**src/rtl/plane_pkg.sv**
```systemverilog
// Shared types and screen/sprite geometry for the player plane controller.
package plane_pkg;

   typedef enum logic [2:0] {
      ST_IDLE,
      ST_FLY,
      ST_HIT,
      ST_RESPAWN,
      ST_OVER
   } state_t;

   localparam int SCR_W   = 640;
   localparam int SCR_H   = 480;
   localparam int PLANE_L = 40;
   localparam int PLANE_H = 40;
   localparam int COORD_W = 11;

   typedef logic [COORD_W-1:0] coord_t;

   // One axis of movement: +step for inc, -step for dec, none for both/neither,
   // then clamp to [0, lim]. One extra bit carries the sign so nothing wraps.
   function automatic coord_t step_axis(coord_t pos, logic inc, logic dec,
                                        coord_t step, coord_t lim);
      logic signed [COORD_W:0] p;
      p = signed'({1'b0, pos});
      if (inc && !dec)
         p = p + signed'({1'b0, step});
      else if (dec && !inc)
         p = p - signed'({1'b0, step});
      if (p[COORD_W])
         return '0;
      else if (p > signed'({1'b0, lim}))
         return lim;
      return p[COORD_W-1:0];
   endfunction

endpackage

```
**src/rtl/plane_motion_if.sv**
```systemverilog
// Frame/button/hit inputs and sprite position/status outputs of the plane controller.
interface plane_motion_if;
   logic                 frame_tick;
   logic                 btn_up;
   logic                 btn_down;
   logic                 btn_left;
   logic                 btn_right;
   logic                 btn_start;
   logic                 hit;
   plane_pkg::coord_t    poX;
   plane_pkg::coord_t    poY;
   logic                 visible;
   logic                 exploding;
   logic [1:0]           lives;
   logic                 game_over;

   modport master (
      output frame_tick, btn_up, btn_down, btn_left, btn_right, btn_start, hit,
      input  poX, poY, visible, exploding, lives, game_over
   );

   modport slave (
      input  frame_tick, btn_up, btn_down, btn_left, btn_right, btn_start, hit,
      output poX, poY, visible, exploding, lives, game_over
   );
endinterface

```
**src/rtl/btn_sync.sv**
```systemverilog
// Two-flop synchronizer for raw button inputs, plus a rising-edge strobe on
// the bits selected by EDGE_MASK (others read as zero).
module btn_sync #(
   parameter int              W         = 5,
   parameter logic [W-1:0]    EDGE_MASK = '1
) (
   input  logic          clk,
   input  logic          rst,
   input  logic [W-1:0]  raw,
   output logic [W-1:0]  level,
   output logic [W-1:0]  rise
);
   logic [W-1:0] s1, s2, s3;

   // synchronizer chain plus one history stage for edge detection
   always_ff @(posedge clk) begin
      if (!rst) begin
         s1 <= '0;
         s2 <= '0;
         s3 <= '0;
      end else begin
         s1 <= raw;
         s2 <= s1;
         s3 <= s2;
      end
   end

   assign level = s2;
   assign rise  = s2 & ~s3 & EDGE_MASK;
endmodule

```
**src/rtl/plane_motion.sv**
```systemverilog
// Player plane position and life-cycle sequencer; position updates only on frame_tick.
//
// state      | meaning
// -----------+---------------------------------------------------------
// ST_IDLE    | waiting for start, plane parked at spawn point
// ST_FLY     | normal flight, buttons move the plane, hit is live
// ST_HIT     | explosion animation, position frozen, counts frames
// ST_RESPAWN | invulnerable blinking flight after losing a life
// ST_OVER    | no lives left, sprite hidden until start
module plane_motion
   import plane_pkg::*;
#(
   parameter int STEP         = 4,
   parameter int START_X      = 40,
   parameter int START_Y      = 220,
   parameter int HIT_FRAMES   = 60,
   parameter int BLINK_FRAMES = 90,
   parameter int BLINK_PERIOD = 8,
   parameter int LIVES        = 3
) (
   input  logic            clk,
   input  logic            rst,
   plane_motion_if.slave   bus
);
   localparam coord_t X_MAX = coord_t'(SCR_W - PLANE_L);
   localparam coord_t Y_MAX = coord_t'(SCR_H - PLANE_H);

   logic [4:0] lvl, rise;
   logic       up, down, left, right, start_ev;

   btn_sync #(.W(5), .EDGE_MASK(5'b00001)) u_sync (
      .clk   (clk),
      .rst   (rst),
      .raw   ({bus.btn_up, bus.btn_down, bus.btn_left, bus.btn_right, bus.btn_start}),
      .level (lvl),
      .rise  (rise)
   );

   assign {up, down, left, right} = lvl[4:1];
   assign start_ev = (|rise) & lvl[0];

   state_t     state, state_nx;
   coord_t     pos_x, pos_x_nx, pos_y, pos_y_nx, mv_x, mv_y;
   logic       vis, vis_nx;
   logic [1:0] lives_r, lives_nx;
   logic [6:0] cnt, cnt_nx, cnt_inc;

   assign cnt_inc = (cnt == 7'h7f) ? cnt : cnt + 7'd1;
   assign mv_x    = step_axis(pos_x, right, left, coord_t'(STEP), X_MAX);
   assign mv_y    = step_axis(pos_y, down, up, coord_t'(STEP), Y_MAX);

   // state, position, visibility, lives and frame counter registers
   always_ff @(posedge clk) begin
      if (!rst) begin
         state   <= ST_IDLE;
         pos_x   <= coord_t'(START_X);
         pos_y   <= coord_t'(START_Y);
         vis     <= 1'b1;
         lives_r <= 2'(LIVES);
         cnt     <= '0;
      end else begin
         state   <= state_nx;
         pos_x   <= pos_x_nx;
         pos_y   <= pos_y_nx;
         vis     <= vis_nx;
         lives_r <= lives_nx;
         cnt     <= cnt_nx;
      end
   end

   // next-state, movement, blink and life bookkeeping
   always_comb begin
      state_nx = state;
      pos_x_nx = pos_x;
      pos_y_nx = pos_y;
      vis_nx   = vis;
      lives_nx = lives_r;
      cnt_nx   = bus.frame_tick ? cnt_inc : cnt;
      case (state)
         ST_IDLE: begin
            pos_x_nx = coord_t'(START_X);
            pos_y_nx = coord_t'(START_Y);
            vis_nx   = 1'b1;
            if (start_ev) begin
               state_nx = ST_FLY;
               lives_nx = 2'(LIVES);
               cnt_nx   = '0;
            end
         end
         ST_FLY: begin
            vis_nx = 1'b1;
            // a hit on the tick cycle suppresses that frame's movement
            if (bus.hit) begin
               state_nx = ST_HIT;
               cnt_nx   = '0;
            end else if (bus.frame_tick) begin
               pos_x_nx = mv_x;
               pos_y_nx = mv_y;
            end
         end
         ST_HIT: begin
            vis_nx = 1'b1;
            if (bus.frame_tick && cnt_inc == 7'(HIT_FRAMES)) begin
               lives_nx = (lives_r != 2'd0) ? lives_r - 2'd1 : 2'd0;
               cnt_nx   = '0;
               if (lives_r <= 2'd1) begin
                  state_nx = ST_OVER;
                  vis_nx   = 1'b0;
               end else begin
                  state_nx = ST_RESPAWN;
                  pos_x_nx = coord_t'(START_X);
                  pos_y_nx = coord_t'(START_Y);
               end
            end
         end
         ST_RESPAWN: begin
            if (bus.frame_tick) begin
               pos_x_nx = mv_x;
               pos_y_nx = mv_y;
               if (cnt_inc == 7'(BLINK_FRAMES)) begin
                  state_nx = ST_FLY;
                  vis_nx   = 1'b1;
                  cnt_nx   = '0;
               end else if ((cnt_inc % 7'(BLINK_PERIOD)) == 7'd0) begin
                  vis_nx = ~vis;
               end
            end
         end
         ST_OVER: begin
            vis_nx = 1'b0;
            if (start_ev) begin
               state_nx = ST_RESPAWN;
               lives_nx = 2'(LIVES);
               pos_x_nx = coord_t'(START_X);
               pos_y_nx = coord_t'(START_Y);
               vis_nx   = 1'b1;
               cnt_nx   = '0;
            end
         end
         default: state_nx = ST_IDLE;
      endcase
   end

   assign bus.poX       = pos_x;
   assign bus.poY       = pos_y;
   assign bus.visible   = vis;
   assign bus.exploding = (state == ST_HIT);
   assign bus.game_over = (state == ST_OVER);
   assign bus.lives     = lives_r;
endmodule
```
**src/flat_wrapper.sv**
```systemverilog
// flat-port wrapper written by rule: the top's interface ports become plain ports
module plane_motion_flat import plane_pkg::*;
#(
   parameter int STEP         = 4,
   parameter int START_X      = 40,
   parameter int START_Y      = 220,
   parameter int HIT_FRAMES   = 60,
   parameter int BLINK_FRAMES = 90,
   parameter int BLINK_PERIOD = 8,
   parameter int LIVES        = 3
)
  (clk, rst, bus_frame_tick, bus_btn_up, bus_btn_down, bus_btn_left, bus_btn_right, bus_btn_start, bus_hit, bus_poX, bus_poY, bus_visible, bus_exploding, bus_lives, bus_game_over);
  plane_motion_if bus_i ();
  input  logic clk;
  input  logic rst;
  input wire logic [$bits(bus_i.frame_tick)-1:0] bus_frame_tick;
  input wire logic [$bits(bus_i.btn_up)-1:0] bus_btn_up;
  input wire logic [$bits(bus_i.btn_down)-1:0] bus_btn_down;
  input wire logic [$bits(bus_i.btn_left)-1:0] bus_btn_left;
  input wire logic [$bits(bus_i.btn_right)-1:0] bus_btn_right;
  input wire logic [$bits(bus_i.btn_start)-1:0] bus_btn_start;
  input wire logic [$bits(bus_i.hit)-1:0] bus_hit;
  output wire logic [$bits(bus_i.poX)-1:0] bus_poX;
  output wire logic [$bits(bus_i.poY)-1:0] bus_poY;
  output wire logic [$bits(bus_i.visible)-1:0] bus_visible;
  output wire logic [$bits(bus_i.exploding)-1:0] bus_exploding;
  output wire logic [$bits(bus_i.lives)-1:0] bus_lives;
  output wire logic [$bits(bus_i.game_over)-1:0] bus_game_over;
  assign bus_i.frame_tick = bus_frame_tick;
  assign bus_i.btn_up = bus_btn_up;
  assign bus_i.btn_down = bus_btn_down;
  assign bus_i.btn_left = bus_btn_left;
  assign bus_i.btn_right = bus_btn_right;
  assign bus_i.btn_start = bus_btn_start;
  assign bus_i.hit = bus_hit;
  assign bus_poX = bus_i.poX;
  assign bus_poY = bus_i.poY;
  assign bus_visible = bus_i.visible;
  assign bus_exploding = bus_i.exploding;
  assign bus_lives = bus_i.lives;
  assign bus_game_over = bus_i.game_over;
  plane_motion #(.STEP(STEP), .START_X(START_X), .START_Y(START_Y), .HIT_FRAMES(HIT_FRAMES), .BLINK_FRAMES(BLINK_FRAMES), .BLINK_PERIOD(BLINK_PERIOD), .LIVES(LIVES)) u_core (.clk(clk), .rst(rst), .bus(bus_i));
endmodule
```
**config.mk**
```make
export PLATFORM = sky130hd
export DESIGN_NAME = plane_motion_flat
export DESIGN_NICKNAME = d
export VERILOG_FILES = /design/src/rtl/plane_pkg.sv /design/src/rtl/plane_motion_if.sv /design/src/rtl/btn_sync.sv /design/src/rtl/plane_motion.sv /design/src/flat_wrapper.sv
export SDC_FILE = /design/constraint.sdc
export NUM_CORES = 1
export LEC_CHECK = 0
export ABC_AREA = 1
export CAP_MARGIN = 40
export CORE_AREA = 2 2 121 64
export DETAILED_ROUTE_END_ITERATION = 10
export DIE_AREA = 0 0 123 66
export PLACE_DENSITY = 0.7
export SLEW_MARGIN = 20
export SYNTH_ARGS = -nofsm -noshare
export SYNTH_HDL_FRONTEND = slang
export SYNTH_HIERARCHICAL = 1
export SYNTH_SLANG_ARGS = --single-unit
```
**constraint.sdc**
```tcl
create_clock -name clk -period 5.9 [get_ports clk]
set_input_delay 1.18 -clock clk [delete_from_list [all_inputs] [get_ports clk]]
set_output_delay 1.18 -clock clk [all_outputs]
set_load 0.01 [all_outputs]
```
# == Word level (Yosys, flattened, before mapping) ==
# Index checks and enable logic that the tools add are counted.
# word_totals
reg_bits,46
inputBits,9
mem_bits_ro,0
mem_count,0
ram_bits,0
latchBits,0
# op_classes
magnitude_cmp,3
shifts,0
bitwise,4
add_sub_neg,6
eq_ne,17
n_mux,53
div_mod_pow,0
n_reduce_logical,21
mul,0
# op_table
operator,n
11-bit two-way mux,16
11-bit one-hot mux with 5 select lines,2
7-bit two-way mux,7
12-bit two-way mux,4
7-bit one-hot mux with 4 select lines,1
11-bit by 3-bit adder with 12-bit output (second input constant),2
11-bit by 3-bit subtractor with 12-bit output (second input constant),2
3-bit two-way mux,7
3-bit one-hot mux with 5 select lines,1
7-bit == test (second input constant),2
12-bit by 10-bit greater-than comparator with 1-bit output (second input constant),1
12-bit by 11-bit greater-than comparator with 1-bit output (second input constant),1
1-bit two-way mux,10
2-bit by 1-bit inequality test with 1-bit output (second input constant),5
2-bit inequality test (second input constant),4
7-bit by 1-bit adder with 7-bit output (second input constant),1
7-bit by 6-bit == test with 1-bit output (second input constant),1
7-bit logical NOT,1
3-bit by 2-bit == test with 1-bit output (second input constant),2
2-bit two-way mux,3
3-bit AND reduction,2
6-bit AND reduction,1
1-bit logical AND,5
5-bit AND reduction,1
15 further kinds,22

# == Depth between registers and ports, before layout ==
# Gate-level depths: netlist of run 1.
# depth
word_depth,11
depth_mapped,17
ltp_nobuf,17

# == Hierarchy ==
# The synthesis of run 1 kept the hierarchy.
# by_module_without_submodules
module,instances,cells_each,area_each_um2
plane_motion,1,484,2733.9
btn_sync,1,41,355.3

# == Least setup slack after synthesis of run 1 ==
# Ideal clock, no wire load.
# synth_path
path_type,input-to-reg
start,input bus_hit
end,"register u_core.pos_x[3], in the netlist u_core/bus.poX[3]"
required_time_ps,5781
setup_time_ps,119
path_buffers,2
setup_slack_ps,3758
cell_stages,8
arrival_time_ps,2023
path_cell_list,a21oi_1 -> o211ai_1 -> a21oi_1 -> nand2_2 -> buf_6 -> buf_12 -> a21oi_2 -> nand2_1
# synth_via
elab_chain_len,2
# synth_lines
element,line,rtl
start: declaration,flat_wrapper.sv:22,input wire logic [$bits(bus_i.hit)-1:0] bus_hit;
2-bit inequality test (no line),-,
5-bit AND reduction (no line),-,
end signal: assignment,plane_motion.sv:56,pos_x <= coord_t'(START_X);
end signal: assignment,plane_motion.sv:63,pos_x <= pos_x_nx;
end: declaration,plane_motion.sv:43,"coord_t pos_x, pos_x_nx, pos_y, pos_y_nx, mv_x, mv_y;"
# Every way passes these cells.
# A chain may end at the register's enable or synchronous reset.

# == Worst setup path in the final report of run 1 ==
# layout_path
start,input bus_frame_tick
end,"register u_core.pos_x[8], in the netlist u_core/bus.poX[8]"
# layout_via
elab_chain_len,3
# layout_lines
element,line,rtl
start: declaration,flat_wrapper.sv:16,input wire logic [$bits(bus_i.frame_tick)-1:0] bus_frame_tick;
11-bit two-way mux / 1-bit logical AND (equally long branches),-,
11-bit two-way mux / 2-bit by 1-bit inequality test with 1-bit output (equally long branches),-,
11-bit one-hot mux with 5 select lines / 5-bit AND reduction (equally long branches),-,
# Parallel ways exist; a longest one is shown, timed or not. The select of a mux whose other input is x is not followed.

==> flow_summary.toml, run 1 <==
[die]
coreArea_um2 = 7100
io_pins = 36
chipHeight_um = 66
start_util = 0.435
die_area_um2 = 8120
row_count = 22
die_w_um = 123

[clock_network]
ctsResizeCount = 0
cts.path.max_buffers = 2
clkLatencyLatePin_ns = 0.28
cts_tree = "done"
clockRootBuffer = "clkbuf_16"
cts_setup_buffers = 0
htreeDepth = 2
ctsHoldBuffers = 0
cts.sinks = 42
cts_buffers = 5
clk_pin_slew_ns = 0.06

[yosys]
yosysWarnings = 6
synth_commonest_cells = "nand2_1 (185), inv_1 (64), nand3_1 (55)"
yosysSeqAreaShare = 0.272
async_flop_share = 0
synth.most_common_cell = "nand2_1"
synth_top_area_frac = 0.272
avgSynthCellArea_um2 = 5.88
synth.area.top_cells = "dfxtp_1 (27%), nand2_1 (22%), nand3_1 (8.9%)"
synthCells = 525
synth_area_um2 = 3090
synth_area_leader_cell = "dfxtp_1"
ys_types = 33
synth_seq_cells = 42
synth_edf_count = 0
synthFlopType = "dfxtp_1"

[layout]
layout-drive-gt1-share = 0.0741
multi_input_area_um2 = 1880
regArea_um2 = 841
nets = 566
syn_to_final_growth_pct = 15.8
utilization = 0.504
nFillCells = 750
antenna_cells = 0

[setup_path]
crit_path_frequent_cell = "nand2_2"
setup.worst_path.end_class = "flip-flop"
critPathArrivalTime_ns = 3.24
slowest_delay_ns = 0.74
path_cells = "clkdlybuf4s50_1 -> nand2_1 -> nor2_1 -> nand2_2 -> nand2_4 -> nand2_2 -> inv_1 -> a21oi_1"
crit_type = "in2reg"
start_kind = "primary input"
slowest_stage = "clkdlybuf4s50_1"
worstPathRequired_ns = 6.06
critical_path_peak_fanout = 20

[detailed_routing]
routedWlPerCell_um = 12.1
routed-via-count = 3286
ant_nets = 0
drt_iter0_drc = 313
viasPerCell = 5.06
dr.pass1.iters = 5
drc_errors = 0
wl_mm = 7.84

[run_status]
outcome = "completed"

[run]
drv_cap = 0

[sta]
report.final.hold_viol_count = 0
fin_setup_tns_ns = 0
fin_crit_ns = 3.08
slew_headroom = 0.575
drv_slew = 0
fin_crit_sh = 0.522
rsz0062_at_grt = "no"
tightest_slew_ns = 0.636
setup_viol = 0
clock.fmax_mhz = 325
skew_ns = 0.00251

[global_route]
grt_pass1_vias = 2817
grt_pass1_wl_mm = 13.4
antenna_found_initial = 0
grt.total_usage = 0.208
grt_use_met1 = 0.320
grt.busiest_layer = "met1"
gr-usage-met3 = 0.0569
gr-usage-met2 = 0.282
overflow = 0
grt_start_max_net_pins = 23

[place]
gp_congestion = 0.953
post-dp-hpwl_mm = 5.90
port_buffers = 31

[power]
power.density_nw_per_um2 = 401
p_leak_nw = 1.81
vdd_drop_max_mv = 0.193

[worst_hold_path]
hold_class = "reg2reg"
[final timing paths]
kind,from,endpoint,slack (ns),cells after the start
max,bus_frame_tick,u_core/bus.poX[8]$_SDFFE_PN0P_,2.82,8
min,u_core/u_sync/s1[0]$_SDFF_PN0_,u_core/u_sync/level[0]$_SDFF_PN0_,0.41,2
max reg2reg,u_core/cnt[0]$_SDFF_PN0_,u_core/bus.poX[8]$_SDFFE_PN0P_,3.32,13
min reg2reg,u_core/u_sync/s1[0]$_SDFF_PN0_,u_core/u_sync/level[0]$_SDFF_PN0_,0.41,2
[cells in the final DEF (no fill, tap or decap), types with 8 or more instances in the layout]
master           synthesis  layout
a21oi_1                 18      18
a21oi_2                  8       8
clkdlybuf4s50_1          0      31
conb_1                   2       8
dfxtp_1                 42      42
inv_1                   64      64
nand2_1                185     185
nand2_2                 11      11
nand3_1                 55      55
nor2_1                  54      54
nor3_1                  16      16
o21ai_0                 13      13
[flip-flops by register name, summed over array words and instances (netlist names)]
| name | flops |
|---|---|
| u_core/u_sync/level | 5 |
| u_core/u_sync/s1 | 5 |
| u_core/bus.lives | 2 |
| u_core/state | 3 |
| u_core/bus.poX | 9 |
| u_core/u_sync/s3 | 1 |
| u_core/bus.poY | 9 |
| u_core/bus.visible | 1 |
| u_core/cnt | 7 |
[layout make-up]
class / instances / area share
Multi-Input combinational cell: 405 / 0.527
Sequential cell: 42 / 0.235
Timing Repair Buffer: 34 / 0.0962
Inverter: 64 / 0.0672
Clock buffer: 7 / 0.0399
Tap cell: 96 / 0.0336
Clock inverter: 1 / 0.00140
[metal layers]
metal,up-vias,part of all wire
li1,1694,-
met1,1432,0.51
met2,156,0.39
met3,4,0.10
met4,0,0.0043
met5,-,0
[per-stage QoR]
step | hold WS, ns | power (W) | worst slack [ns] | instances | instance area (um^2)
after detailed placement | 0.401 | 0.00114 | 2.54 | 638 | 3400
after floorplan | 0.390 | 0.000982 | 3.76 | 531 | 3110
after global placement | 0.393 | 0.00113 | 2.69 | 638 | 3400
after CTS | 0.415 | 0.00143 | 2.84 | 646 | 3540
final | 0.412 | 0.00143 | 2.82 | 649 | 3580
after global routing | 0.427 | 0.00156 | 2.61 | 649 | 3580
[cell families (layout without fill, tap and decap cells)]
| logic type | after synthesis | after routing | synth area share |
|---|---|---|---|
| AO/OA/AOI/OAI | 46 | 46 | 0.0895 |
| XOR/XNOR | 3 | 3 | 0.00851 |
| adder cells (fa/ha/maj) | 5 | 5 | 0.0203 |
| buffers and inverters | 84 | 106 | 0.125 |
| flip-flops | 42 | 42 | 0.272 |
| other | 2 | 8 | 0.00243 |
| AND/OR/NAND/NOR | 343 | 343 | 0.482 |
[worst max-delay path, delay by kind of cell]
kind | cells | cell delay [ns]
and+or+nand+nor | 5 | 0.77
buffers and inverters | 2 | 1.14
AOI/OAI and AO/OA | 1 | 0.13
[power by group]
group / switching, W / internal [W]
logic: 0.000452 / 0.000275
registers: 0.0000911 / 0.000341
clock network: 0.000108 / 0.000168
total: 0.000651 / 0.000784
No activity file was read; power rests on OpenSTA's default activity.
==> run 2: changes to the inputs <==
Clock period 5.9 ns to 3.1 ns, I/O delays scaled along.
==> flow_summary.toml, run 2 (synthesis gave the netlist of run 1 again) <==
[run_status]
outcome = "completed"

[setup_path]
slowest_delay_ns = 0.60
path_cells = "nor2_1 -> inv_1 -> nor2_1 -> clkdlybuf4s50_1"
crit_type = "reg2out"
setup.worst_path.end_class = "output pin"
crit_buf_inv = 2
cpLargestDelayFamily = "buffers and inverters"
worstPathRequired_ns = 2.48
start_kind = "flip-flop"
critPathArrivalTime_ns = 1.86
critical_path_peak_fanout = 5
slowest_stage = "clkdlybuf4s50_1"
crit_path_frequent_cell = "nor2_1"

[sta]
skew_ns = 0.00458
slew_headroom = 0.578
fin_crit_ns = 2.48
drv_slew = 0
fin_setup_tns_ns = 0
hold_slack_ns = 0.413
setup_viol = 0
tightest_slew_ns = 0.631
clock.fmax_mhz = 404
rsz0062_at_grt = "no"
fin_crit_sh = 0.799
report.final.hold_viol_count = 0

[layout]
nFillCells = 746
layout-drive-gt1-share = 0.0775
multi_input_area_um2 = 1880
syn_to_final_growth_pct = 16.2
final_cell_mix = "nand2_1 (185), inv_1 (64), nand3_1 (55)"
regArea_um2 = 841
final_cell_area_um2 = 3590
nets = 568
antenna_cells = 0
mostFrequentLayoutCell = "nand2_1"

[detailed_routing]
routedLengthMet1_mm = 4.07
wl_met3_um = 624
wl_met2_mm = 3.17
dr.pass1.iters = 5
drt_iter0_drc = 338
routed-via-count = 3323
drc_errors = 0
maxUsedRoutingLayer = "met4"
wl_mm = 7.91
viasPerCell = 5.10
ant_nets = 0
routedWlPerCell_um = 12.1

[worst_hold_path]
hold_class = "reg2reg"

[power]
finalPower_w = 0.00275
p_leak_nw = 1.82
vdd_drop_max_mv = 0.435
power.density_nw_per_um2 = 766

[die]
start_util = 0.435
die_w_um = 123
die_area_um2 = 8120
chipHeight_um = 66
coreArea_um2 = 7100
row_count = 22
io_pins = 36

[global_route]
grt_start_max_net_pins = 22
grt_pass1_wl_mm = 13.2
grt_pass1_vias = 2809
antenna_found_initial = 0
overflow = 0
grt.total_usage = 0.206

[clock_network]
cts_setup_buffers = 0
cts.path.max_buffers = 2
ctsResizeCount = 0
cts_tree = "done"
ctsHoldBuffers = 0
clkLatencyLatePin_ns = 0.29
htreeDepth = 2
clockRootBuffer = "clkbuf_16"
cts.sinks = 42
cts_buffers = 5
clk_pin_slew_ns = 0.06

[place]
post-dp-hpwl_mm = 6.11
gp_congestion = 0.964
place_area_um2 = 3430
port_buffers = 31

[run]
drv_cap = 0
==> run 2: cell types whose count changed in the layout (fill, tap and decap cells not counted) <==
| cell | delta |
|---|---|
| buf_4 | +3 |
| buf_6 | -1 |
==> run 2: per-stage QoR <==
| stage | std cells | util | worst slack, ns |
|---|---|---|---|
| after CTS | 650 | 0.503 | 0.642 |
| after global routing | 651 | 0.505 | 0.439 |
| after detailed placement | 642 | 0.482 | 0.593 |
| after global placement | 642 | 0.482 | 0.706 |
| final | 651 | 0.505 | 0.624 |
| after floorplan | 531 | - | 1.20 |
==> run 2: layer usage <==
| layer | GRT usage | vias up |
|---|---|---|
| met2 | 0.291 | 106 |
| met5 | 0 | - |
| met1 | 0.314 | 1523 |
| li1 | - | 1689 |
| met4 | 0.0412 | 0 |
| met3 | 0.0448 | 5 |
==> run 2: path summary, 6_finish.rpt <==
path	startpoint	to	slack, ns	cells past startpoint
setup reg to reg	u_core/cnt[0]$_SDFF_PN0_	u_core/bus.poY[2]$_SDFFE_PN1P_	0.70	14
hold / removal	u_core/u_sync/s1[2]$_SDFF_PN0_	u_core/u_sync/level[2]$_SDFF_PN0_	0.41	2
setup / recovery	u_core/state[1]$_SDFFE_PN0P_	bus_game_over	0.62	4
hold reg to reg	u_core/u_sync/s1[2]$_SDFF_PN0_	u_core/u_sync/level[2]$_SDFF_PN0_	0.41	2
==> run 2: area by class of cell <==
type | count | area share
multi-input cells | 405 | 0.525
flip-flops and latches | 42 | 0.234
repair buffers | 36 | 0.0990
inverters | 64 | 0.0669
clock buffers | 7 | 0.0397
well taps | 96 | 0.0335
clock inverters | 1 | 0.00139
==> run 2: report_power, final <==
part           switching (W)  internal, W  leakage [nW]
Combinational       0.000864     0.000540          1.40
Clock               0.000206     0.000319        0.0739
Sequential          0.000170     0.000650         0.344
==> run 2: tightest hold or removal path, cell delays in order (launching register included) <==
cell and delay [ns]:
dfxtp_1 0.30, nand2_1 0.05, inv_1 0.04
==> run 3: changes to the inputs <==
Clock period 3.1 ns to 2.3 ns, I/O delays scaled along.
==> flow_summary.toml, run 3 (synthesis gave the netlist of run 1 again) <==
[detailed_routing]
wl_mm = 8.38
viasPerCell = 5.10
drc_errors = 0
drt_iter0_drc = 363
routedWlPerCell_um = 12.7
ant_nets = 0
dr.pass1.iters = 5
routed-via-count = 3358

[clock_network]
clk_pin_slew_ns = 0.06
ctsHoldBuffers = 0
clockRootBuffer = "clkbuf_16"
clkLatencyLatePin_ns = 0.29
cts.path.max_buffers = 2
cts_buffers = 5
cts_tree = "done"
cts.sinks = 42
htreeDepth = 2

[layout]
nets = 576
mostFrequentLayoutCell = "nand2_1"
antenna_cells = 0
fin_cells = 659
layout-drive-gt1-share = 0.117
syn_to_final_growth_pct = 20.4
final_cell_mix = "nand2_1 (184), inv_1 (62), nand3_1 (53)"

[place]
post-dp-hpwl_mm = 6.35
post-place-ws_ns = 0.117
port_buffers = 31
placed_cells = 651
gp_congestion = 0.915

[setup_path]
critical_path_peak_fanout = 7
critPathArrivalTime_ns = 2.32
crit_type = "reg2reg"
worstPathRequired_ns = 2.47
start_kind = "flip-flop"
setup.worst_path.end_class = "flip-flop"

[global_route]
grt_pass1_wl_mm = 13.8
grt_start_max_net_pins = 22
grt.total_usage = 0.218
overflow = 0
grt_pass1_vias = 2779
antenna_found_initial = 0

[die]
start_util = 0.435
row_count = 22
chipHeight_um = 66
die_area_um2 = 8120
io_pins = 36
coreArea_um2 = 7100
die_w_um = 123

[sta]
report.final.hold_viol_count = 0
drv_slew = 0
fin_setup_tns_ns = 0
setup_viol = 0
rsz0062_at_grt = "yes"
fin_crit_sh = 0.936
hold_slack_ns = 0.411
skew_ns = 0.00493
layout_setup_ws_ns = 0.148
fin_crit_ns = 2.15
clock.fmax_mhz = 465

[power]
switching_share = 0.458
p_int_w = 0.00213
switching_power_w = 0.00180
pwr-share-clk = 0.178
vdd_drop_max_mv = 0.556
power.density_nw_per_um2 = 1060
p_comb_frac = 0.541
p_leak_nw = 1.88
power_frac_seq = 0.281

[run]
drv_cap = 0

[worst_hold_path]
hold_class = "reg2reg"

[run_status]
outcome = "completed"
==> run 3: cell count changes in the layout (fill, tap and decap cells not counted), sizes merged <==
cell	delta
buf	+8
inv	-1
clkbuf	-1
clkinvlp	+1
clkinv	+1
==> run 3: stage by stage <==
| stage | area [um^2] | utilization | power (W) |
|---|---|---|---|
| 2_1_floorplan | 3110 | - | 0.00252 |
| 3_3_place_gp | 3510 | 0.494 | 0.00308 |
| 3_5_place_dp | 3510 | 0.494 | 0.00311 |
| 4_1_cts | 3650 | 0.514 | 0.00381 |
| 5_1_grt | 3720 | 0.524 | 0.00425 |
| 6_report | 3720 | 0.524 | 0.00393 |
==> run 3: repair_timing <==
| action | CTS | global route |
|---|---|---|
| buffers inserted | 0 | 0 |
| resized for setup | 0 | 20 |
| endpoints found under the setup margin | 0 | 23 |
==> run 3: worst paths after layout <==
path	start	end	slack [ns]	cells past startpoint
setup / recovery	u_core/bus.poX[2]$_SDFFE_PN0P_	u_core/bus.poX[3]$_SDFFE_PN1P_	0.15	12
setup reg to reg	u_core/bus.poX[2]$_SDFFE_PN0P_	u_core/bus.poX[3]$_SDFFE_PN1P_	0.15	12
hold / removal	u_core/u_sync/s1[0]$_SDFF_PN0_	u_core/u_sync/level[0]$_SDFF_PN0_	0.41	2
hold reg to reg	u_core/u_sync/s1[0]$_SDFF_PN0_	u_core/u_sync/level[0]$_SDFF_PN0_	0.41	2
==> run 3: power by group through the flow <==
stage | registers [W] | logic, W | clock network (W)
3_5_place_dp | 0.00110 | 0.00201 | 0
6_report | 0.00110 | 0.00213 | 0.000698
4_1_cts | 0.00108 | 0.00203 | 0.000706
5_1_grt | 0.00113 | 0.00238 | 0.000740
2_1_floorplan | 0.00109 | 0.00143 | 0
3_3_place_gp | 0.00110 | 0.00198 | 0
==> run 3: worst max-delay path, stage by stage (launching register included) <==
cell,delay (ns)
dfxtp_1,0.46
ha_1,0.25
nand3_1,0.17
nor2_2,0.20
nand3_1,0.11
nand3_1,0.09
nand2_1,0.08
nor2_2,0.14
nand2_2,0.12
nand2_4,0.13
nand2_1,0.05
o21ai_0,0.15
nand2_1,0.08
==> run 3: area by class of cell <==
class	instances	area, um^2
tap	96	120
clock inverter	2	13.8
timing repair buffer	44	420
sequential	42	843
fill	700	3380
multi-input combinational	405	1950
inverter	64	244
clock buffer	6	129
==> run 3: metal layers <==
layer,part of all wire,up-vias,global-route usage
met5,0,-,0
li1,-,1703,-
met3,0.12,7,0.0526
met4,0.0085,0,0.0469
met1,0.51,1497,0.347
met2,0.37,151,0.283
==> RTL edit: new RTL, config.mk and constraints of run 1 <==
Encoding of `state_t`: now one-hot (5 bits for 5 states).
--- a/src/rtl/plane_pkg.sv
+++ b/src/rtl/plane_pkg.sv
@@ -3,8 +3,8 @@
 
-   typedef enum logic [2:0] {
-      ST_IDLE,
-      ST_FLY,
-      ST_HIT,
-      ST_RESPAWN,
-      ST_OVER
+   typedef enum logic [4:0] {
+      ST_IDLE    = 5'b00001,
+      ST_FLY     = 5'b00010,
+      ST_HIT     = 5'b00100,
+      ST_RESPAWN = 5'b01000,
+      ST_OVER    = 5'b10000
    } state_t;
Function: same outputs for any inputs over 10 cycles, from zero or initial values and one cycle with rst low; not proved beyond that.
==> RTL edit against run 1 <==
- sequential cell count rose by 2
- clock power rose by 45%
- total power rose by 1.3%
- final cell count rose by 2.8%
- cell area rose by 4.2%
- largest cell class unchanged
- routed wire length rose by 6.9%
- setup slack improved by 0.097 ns
- synthesized area rose by 2.7%
- via count rose by 5.1%
==> RTL edit: results (changes against run 1) <==
Global route
  • M3 GR Usage: 0.0431 (was 0.0569)
  • All-Layer GR Usage: 0.223 (was 0.208)
  • Largest net degree at the start of global routing: 24 (was 23)
  • Vias in the first global route: 2987 (was 2817)
  • Met1 Use GR: 0.332 (was 0.320)
  • GRT met2 Usage: 0.335 (was 0.282)
  • First-pass GRT wire length: 14300 µm (was 13400 µm)

Layout
  • Ant diodes: 0 (unchanged)
  • Filler cells: 721 (was 750)
  • Final #Nets: 584 (was 566)
  • Share of layout cells above drive strength 1: 0.0648 (was 0.0741)

Worst setup path
  • Crit Path Max Fanout: 6 (was 20)
  • CP peak stage delay: 0.57 ns (was 0.74 ns)
  • CP arrival: 1.80 ns (was 3.24 ns)
  • CP max-delay cell: clkdlybuf4s50_1 (unchanged)

Synth
  • Top cells by area, synth: dfxtp_1, nand2_1, nand3_1, inv_1, nor2_1 (unchanged)
  • Distinct cell type count after synthesis: 33 (unchanged)
  • Synthesized area: 3170 µm² (was 3090 µm²)
  • Ys flop type: dfxtp_1 (unchanged)
  • Post-synthesis async set-or-reset flop share: 0 (unchanged)
  • Commonest cells post-synth: nand2_1, inv_1, nand3_1, nor2_1, dfxtp_1 (was nand2_1, inv_1, nand3_1)
  • Seq/Total Area, Yosys: 0.278 (was 0.272)
  • Yosys warns: 6 (unchanged)

Pwr
  • Pleak: 1.86 nW (was 1.81 nW)
  • Worst IR Drop VDD: 0.197 mV (was 0.193 mV)
  • Internal power: 0.856 mW (was 0.784 mW)

Clocking
  • Root Driver: clkbuf_16 (unchanged)
  • Hold_buf cts: 0 (unchanged)
  • Post-CTS sizing: 0 (unchanged)
  • Skew-Pair Late Insertion Delay: 0.28 ns (about the same)
  • Setup bufs post-CTS: 0 (unchanged)
  • Clk buf depth: 2 (unchanged)
  • Clk slew on worst S/H paths: 0.06 ns (about the same)

Placed design
  • DP HPWL: 6360 µm (was 5900 µm)
  • RD Place Congestion: 0.936 (was 0.953)

Route
  • Via count: 3452 (was 3286)
  • TritonRoute pass-1 iters: 6 (was 5)
  • Routed wire length: 8380 µm (was 7840 µm)
  • Initial DRC count: 455 (was 313)

Status
  • Outcome: completed (unchanged)

STA
  • Slew Limit Headroom: 0.542 (was 0.575)
  • Clk_skew: 0.00355 ns (was 0.00251 ns)

Min path
  • HP Class: reg -> reg (unchanged)
RTL edit: worst paths after layout:
path / start / slack (ns) / cells past startpoint / to
worst max register to register: u_core/cnt[0]$_SDFF_PN0_ / 3.63 / 14 / u_core/bus.poY[2]$_SDFFE_PN1P_
worst max-delay path: u_core/state[2]$_SDFFE_PN0P_ / 2.92 / 5 / bus_exploding
worst min register to register: u_core/u_sync/s1[0]$_SDFF_PN0_ / 0.41 / 2 / u_core/u_sync/level[0]$_SDFF_PN0_
worst min-delay path: u_core/u_sync/s1[0]$_SDFF_PN0_ / 0.41 / 2 / u_core/u_sync/level[0]$_SDFF_PN0_
RTL edit: power groups by stage:
stage	clock, mW	sequential, mW	combinational, mW
detailed placement	0	0.417	0.621
global placement	0	0.417	0.606
CTS	0.407	0.412	0.636
global route	0.421	0.422	0.725
floorplan	0	0.405	0.515
finish	0.400	0.413	0.640
RTL edit: metrics by stage:
stage | worst slack [ns] | total power, mW | instances | utilization | area [µm²]
finish | 2.92 | 1.45 | 667 | 0.525 | 3730
floorplan | 3.75 | 0.920 | 548 | - | 3190
global route | 2.80 | 1.57 | 667 | 0.525 | 3730
global placement | 2.81 | 1.02 | 659 | 0.495 | 3510
detailed placement | 2.71 | 1.04 | 659 | 0.495 | 3510
CTS | 2.94 | 1.45 | 667 | 0.525 | 3730
RTL edit: cell type report:
class,count,share of cell area
flip-flops and latches,44,0.236
well taps,96,0.0322
inverters,72,0.0732
clock buffers,5,0.0336
multi-input cells,415,0.515
repair buffers,32,0.0852
clock inverters,3,0.0242
RTL edit: cell families (layout without fill, tap and decap cells):
kind of cell    Yosys count  count (layout)  share of synthesized area
other cells               2               8                    0.00237
fa+ha+maj                 5               5                     0.0197
simple gates            345             345                      0.477
buf+inv                  89             112                      0.123
compound gates           53              53                     0.0884
xor+xnor                  4               4                     0.0110
flops                    44              44                      0.278
RTL edit: per-layer routing:
| metal | part of all wire | wire length, µm | vias up |
|---|---|---|---|
| met5 | 0 | 0 | - |
| met1 | 0.50 | 4180 | 1517 |
| met4 | 0.0078 | 65 | 0 |
| met2 | 0.40 | 3330 | 168 |
| met3 | 0.095 | 797 | 10 |
| li1 | - | - | 1757 |
RTL edit: worst max-delay path: cells and delay by family, from the launching register on:
kind / cells / cell delay [ns]
flops: 1 / 0.34
simple gates: 2 / 0.31
buf+inv: 3 / 0.86
